===== src/rtl/ro_block_mux_n.sv =====
// ro_block_mux_n
// N-channel readout scheduler. An internal binary count B advances on every
// enabled clock; the bit t that toggles in the matching gray code selects the
// channel sampled in that slot (t < N_CH reads channel t, otherwise idle).
// Channel k is therefore read once every 2^(k+1) enabled cycles.
//
// Optional feature macro: RO_CHTAG_EN (adds the out_ch port and register).
//
// Ports
//   clk_ext     in   1      rising-edge clock for all state
//   reset       in   1      asynchronous active-high reset
//   en          in   1      count/readout enable
//   in          in   N_CH   comparator outputs, in[k] is channel k
//   gray_out    out  CNT_W  registered gray count B ^ (B >> 1)
//   out_data    out  1      registered serial data bit
//   out_valid   out  1      out_data carries a channel sample this cycle
//   out_ch      out  CH_W   channel index of out_data (RO_CHTAG_EN only)
//   frame_start out  1      one-cycle pulse on the count wrap edge
module ro_block_mux_n #(
   parameter int CNT_W = 17,
   parameter int N_CH  = 8,
   parameter int CH_W  = 3
) (
   input  logic              clk_ext,
   input  logic              reset,
   input  logic              en,
   input  logic [N_CH-1:0]   in,
   output logic [CNT_W-1:0]  gray_out,
   output logic              out_data,
   output logic              out_valid,
`ifdef RO_CHTAG_EN
   output logic [CH_W-1:0]   out_ch,
`endif
   output logic              frame_start
);

   // Low N_CH bits set: positions of the slot one-hot that map to a channel.
   localparam logic [CNT_W-1:0] CH_MASK = {CNT_W{1'b1}} >> (CNT_W - N_CH);
   localparam logic [CNT_W-1:0] ONE     = {{(CNT_W-1){1'b0}}, 1'b1};
   localparam logic [CNT_W-1:0] MSB_HOT = {1'b1, {(CNT_W-1){1'b0}}};

   logic [CNT_W-1:0] bin_r;
   logic [CNT_W-1:0] bin_nxt_s;
   logic [CNT_W-1:0] slot_s;
   logic [CNT_W-1:0] in_ext_s;
   logic             wrap_s;
   logic             slot_valid_s;
   logic             slot_data_s;
`ifdef RO_CHTAG_EN
   logic [CH_W-1:0]  slot_ch_s;
`endif

   // Next count and the one-hot position of its lowest set bit (the gray
   // bit that toggles); a wrap to zero toggles the gray MSB.
   always_comb begin
      bin_nxt_s    = bin_r + ONE;
      wrap_s       = (bin_nxt_s == '0);
      slot_s       = wrap_s ? MSB_HOT : (bin_nxt_s & (~bin_nxt_s + ONE));
      in_ext_s     = CNT_W'(in);
      slot_valid_s = |(slot_s & CH_MASK);
      slot_data_s  = |(slot_s & in_ext_s);
   end

`ifdef RO_CHTAG_EN
   // Encode the slot one-hot into a channel index (only channel bits count).
   always_comb begin
      slot_ch_s = '0;
      for (int k = 0; k < CNT_W; k++) begin
         slot_ch_s = slot_ch_s | ((slot_s[k] & CH_MASK[k]) ? CH_W'(k) : '0);
      end
   end
`endif

   // Counter, gray register and readout registers; all outputs are flops.
   always_ff @(posedge clk_ext or posedge reset) begin
      if (reset) begin
         bin_r       <= '0;
         gray_out    <= '0;
         out_data    <= 1'b0;
         out_valid   <= 1'b0;
         frame_start <= 1'b0;
`ifdef RO_CHTAG_EN
         out_ch      <= '0;
`endif
      end else if (en) begin
         bin_r       <= bin_nxt_s;
         gray_out    <= bin_nxt_s ^ (bin_nxt_s >> 1);
         out_data    <= slot_valid_s & slot_data_s;
         out_valid   <= slot_valid_s;
         frame_start <= wrap_s;
`ifdef RO_CHTAG_EN
         // Tag holds through idle slots.
         if (slot_valid_s) begin
            out_ch <= slot_ch_s;
         end else begin
            out_ch <= out_ch;
         end
`endif
      end else begin
         bin_r       <= bin_r;
         gray_out    <= gray_out;
         out_data    <= 1'b0;
         out_valid   <= 1'b0;
         frame_start <= 1'b0;
`ifdef RO_CHTAG_EN
         out_ch      <= out_ch;
`endif
      end
   end

endmodule


===== config.mk =====
export PLATFORM = sky130hd
export DESIGN_NAME = ro_block_mux_n
export DESIGN_NICKNAME = d
export VERILOG_FILES = /design/src/rtl/ro_block_mux_n.sv
export SDC_FILE = /design/constraint.sdc
export NUM_CORES = 1
export LEC_CHECK = 0
export ABC_AREA = 1
export BUFFER_PORTS_ARGS = -buffer_cell sky130_fd_sc_hd__buf_4
export CAP_MARGIN = 20
export CORE_MARGIN = 2
export CORE_UTILIZATION = 50
export DETAILED_ROUTE_END_ITERATION = 6
export GPL_ROUTABILITY_DRIVEN = 0
export PLACE_DENSITY = 0.76
export REMOVE_ABC_BUFFERS = 1
export SYNTH_ARGS = -nofsm -noshare
export SYNTH_HDL_FRONTEND = slang
export SYNTH_SLANG_ARGS = --single-unit

===== constraint.sdc =====
create_clock -name clk_ext -period 5.47 [get_ports clk_ext]
set_input_delay 0.2735 -clock clk_ext [delete_from_list [all_inputs] [get_ports clk_ext]]
set_output_delay 0.2735 -clock clk_ext [all_outputs]
set_load 0.01 [all_outputs]

# Word-level counts from Yosys, hierarchy flattened
# Index checks and enable logic that the tools add are counted.
# totals
latchBits	0
ram_bits	0
memories	0
rom_bits	0
register_bits	37
word_cells	19
output_inout_bits	20
inputBits	11
# classes
multipliers	0
n_reduce_logical	3
n_lt_le_gt_ge	0
div	0
n_shift	0
n_eq_ne	0
bitwise	5
add_sub_neg	2
mux	4
# ops
cell	n
17-bit by 1-bit adder with 17-bit output, second input constant	2
17-bit AND	1
17-bit by 8-bit AND with 17-bit output	1
17-bit zero test	1
17-bit 2-to-1 mux	1
17-bit inverter	1
17-bit OR reduction	1
17-bit by 16-bit XOR with 17-bit output	1
8-bit OR reduction	1
1-bit 2-to-1 mux	3
1-bit AND	1

# Depth between registers and ports, before layout
# depth
word_depth	9
ltp_mapped	19
depth_no_buf	17

# Worst setup path after synthesis
# No wires, ideal clock.
# synth_path
path_type	flip-flop to flip-flop
startpoint	register bin_r[1]
endpoint	register out_valid
path_buffers	1
path_slack_ns	3.129
stages_incl_launch_ff	17
t_required_ns	5.351
setup_ns	0.119
t_arrival_ns	2.222
path_cell_list	dfrtp_1 > ha_1 > nand2_1 > nor2_1 > nand2_2 > nor2_2 > nand3_1 > xor2_1 > inv_1 > ha_1 > nand2_1 > nor3_1 > nand3_2 > buf_6 > o21ai_1 > nand4_1 > and2_1
# synth_via
elab_chain_cells	7
word_cells_on_any_way	8
# synth_lines
item	line	text
start: declaration	42	logic [CNT_W-1:0] bin_r;
start signal: assignment	86	bin_r <= bin_nxt_s;
start signal: assignment	100	bin_r <= bin_r;
17-bit by 1-bit adder with 17-bit output (*)	56	bin_nxt_s = bin_r + ONE;
17-bit inverter	58	slot_s = wrap_s ? MSB_HOT : (bin_nxt_s & (~bin_nxt_s + ONE));
17-bit by 1-bit adder with 17-bit output	58	
17-bit AND	58	
17-bit 2-to-1 mux (*)	58	
8-bit OR reduction (*)	60	slot_valid_s = |(slot_s & CH_MASK);
1-bit 2-to-1 mux (*)	85	end else if (en) begin
end signal: assignment	89	out_valid <= slot_valid_s;
end: declaration	30	output logic out_valid,
# Every way passes the cells marked *; elsewhere a longest branch is shown, timed or not.
# A chain may end at the register's enable or synchronous reset.

# Final worst setup path
# layout_path
startpoint	register bin_r[0]
endpoint	register out_data
# layout_via
elab_chain_cells	9
word_cells_on_any_way	11
# layout_lines
item	line	text
17-bit by 1-bit adder with 17-bit output (*)	56	
17-bit inverter	58	
17-bit by 1-bit adder with 17-bit output	58	
17-bit AND	58	
17-bit 2-to-1 mux (*)	58	
17-bit by 8-bit AND with 17-bit output	61	slot_data_s = |(slot_s & in_ext_s);
17-bit OR reduction	61	
1-bit AND (*)	88	out_data <= slot_valid_s & slot_data_s;
1-bit 2-to-1 mux (*)	85	
end signal: assignment	88	
end: declaration	29	output logic out_data,
# Marks and branches as above.

==> impl_metrics.py <==
metrics = {
    "sta": {
        "holdWs_ns": 0.0798,
        "maxSlewHeadroom_pct": 68.9,
        "grt_setup_unrepaired": "false",
        "finalCritPeriodShare_pct": 50.7,
        "setup_ws_ns": 2.70,
        "period_minus_slack_ns": 2.77,
        "hold_violations": 0,
        "fin_skew_ns": 0.00396,
        "fmax_mhz": 361,
        "setup_viol": 0,
        "drv_slew": 0,
        "finalSetupTns_ns": 0,
        "tightest_slew_ns": 0.466,
    },
    "route": {
        "vias_per_cell": 4.99,
        "wire_per_inst_um": 12.1,
        "drtPass1Iterations": 4,
        "postRouteAntennaNets": 0,
        "first_iter_violations": 101,
        "drc_errors": 0,
        "vias": 1761,
        "routed_wl_mm": 4.28,
    },
    "run_status": {
        "status": "finished clean",
    },
    "critical_path": {
        "critical_path_peak_fanout": 13,
        "critPathArrivalTime_ns": 2.94,
        "endpoint_kind": "flop",
        "worst_setup_path_start_kind": "flop",
        "cp_data_required_time_ns": 5.64,
        "worstSetupPathType": "flop to flop",
    },
    "clock_tree": {
        "clk_pin_slew_ns": 0.07,
        "post_cts_buffers": 0,
        "post_cts_resized": 0,
        "numCtsBuffers": 5,
        "cts_buffer_depth": 2,
        "insertion_delay_ns": 0.29,
        "postCtsHoldBufs": 0,
        "cts_tree": "yes",
        "ctsRootBufferMaster": "clkbuf_8",
        "htree_num_levels": 2,
        "cts_sinks": 36,
    },
    "floorplan": {
        "io_pins": 31,
        "num_rows": 23,
        "core_area_um2": 4060,
        "die_h_um": 69.5,
        "dieArea_um2": 4820,
        "initial_core_util_pct": 52.8,
        "die_w_um": 69.5,
    },
    "global_route": {
        "grt_pass1_vias": 1563,
        "grt_pass1_wl_mm": 7.29,
        "antenna_found_initial": 0,
        "grt_overflow": 0,
        "grt_start_max_net_pins": 41,
        "grtUsageTotal_pct": 19.1,
    },
    "layout": {
        "final_common_cell": "nand2_1",
        "register_area_um2": 901,
        "area_delta_synth_final_pct": 15.3,
        "fillers": 374,
        "fin_area_um2": 2470,
        "final_nets": 327,
        "drive_gt1_share_pct": 18.2,
        "diodes": 0,
        "final_cell_mix": "84 x nand2_1, 36 x dfrtp_1, 32 x buf_4",
        "multi_input_area_um2": 1080,
    },
    "logic_synthesis": {
        "ys_seq_elements": 36,
        "synth-seq-area-share_pct": 42.1,
        "netlist_top_cells_area": "dfrtp_1 42%, nand2_1 15%, ha_1 7.6%",
        "syn_area_per_cell_um2": 7.82,
        "synth.distinct_cells": 27,
        "synth_largest_area_cell": "dfrtp_1",
        "synth_top_area_share_pct": 42.1,
        "syn_area_um2": 2140,
        "synthCells": 274,
        "ys.warnings.count": 0,
    },
    "placed_design": {
        "post-dp-hpwl_mm": 3.13,
        "place_area_um2": 2390,
        "port_buffers": 30,
        "pre_cts_slack_ns": 2.70,
    },
    "power_and_ir_drop": {
        "vdd_drop_max_v": 0.000232,
        "power.density_nw_per_um2": 417,
        "p_leak_nw": 1.25,
        "power_mw": 1.03,
    },
    "flow_run": {
        "max_cap_violations": 0,
    },
    "worst_hold_path": {
        "worstHoldPathType": "primary input to async pin",
    },
}
[cells in the mapped netlist, drive strengths merged]
| cell type | n |
|---|---|
| nand3 | 23 |
| o21ai | 20 |
| buf | 3 |
| nand2 | 88 |
| or2 | 1 |
| nand4 | 5 |
| clkbuf | 7 |
| and2 | 2 |
| dfrtp | 36 |
| ha | 13 |
| a21oi | 3 |
| a22oi | 1 |
| xor2 | 6 |
| nor3 | 4 |
| o21a | 1 |
| xnor2 | 7 |
| inv | 29 |
| nor2 | 25 |
[stage by stage]
stage	util [%]	cells
after global placement	59.0	346
after floorplan	-	264
after detailed placement	59.0	346
after CTS	60.9	353
after global routing	60.9	353
final	60.9	353
[state kept, by name, summed over array words and instances (netlist names)]
register	count
frame_start	1
out_valid	1
bin_r	16
out_data	1
gray_out	17
[critical path: stages, from the launching register on]
cell and delay [ns]:
dfrtp_1 0.55, ha_1 0.27, nand2_1 0.07, nor2_1 0.11, nand2_2 0.10, nor2_2 0.12
nand3_1 0.09, xor2_1 0.18, inv_1 0.09, ha_1 0.15, nand2_1 0.05, nor3_1 0.23
nand3_2 0.24, nand3_1 0.14, nand2_1 0.06, nor2_1 0.11, a21oi_1 0.08
[metal layers]
| layer | up-vias | wire [um] | track usage [%] |
|---|---|---|---|
| met5 | - | 0 | 0 |
| met4 | 0 | 92 | 8.50 |
| met3 | 8 | 225 | 4.07 |
| met2 | 42 | 1850 | 29.0 |
| met1 | 786 | 2110 | 26.1 |
| li1 | 925 | - | - |
[worst paths after layout]
kind | to | from | slack [ns] | depth (start not counted)
max in group asynchronous | gray_out[16] | reset | 5.06 | 3
min in group clk_ext | gray_out[1] | en | 0.36 | 3
min reg2reg | gray_out[14] | gray_out[14] | 0.47 | 2
max | out_data | bin_r[0] | 2.70 | 16
min | gray_out[1] | reset | 0.08 | 3
max reg2reg | out_data | bin_r[0] | 2.70 | 16
[power breakdown]
part | internal [mW] | switching (mW) | leakage, nW | total [mW]
Sequential | 0.346 | 0.0732 | 0.445 | 0.419
Clock | 0.0866 | 0.0948 | 0.0410 | 0.181
Combinational | 0.195 | 0.234 | 0.763 | 0.429
[cells by family (layout without fill, tap and decap cells)]
| kind of cell | Yosys count | count (layout) | share of synthesized area (%) |
|---|---|---|---|
| AND/OR/NAND/NOR | 148 | 148 | 31.2 |
| buffers and inverters | 39 | 68 | 7.54 |
| flip-flops | 36 | 36 | 42.1 |
| AO/OA/AOI/OAI | 25 | 25 | 6.25 |
| adder cells (fa/ha/maj) | 13 | 13 | 7.59 |
| XOR/XNOR | 13 | 13 | 5.32 |
[area by class of cell]
type | count | area share [%]
sequential | 36 | 36.5
multi-input combinational | 199 | 43.7
clock buffer | 6 | 2.94
timing repair buffer | 32 | 9.73
clock inverter | 1 | 0.203
inverter | 29 | 4.41
tap | 50 | 2.53
Power figures use the tool's default switching activity.
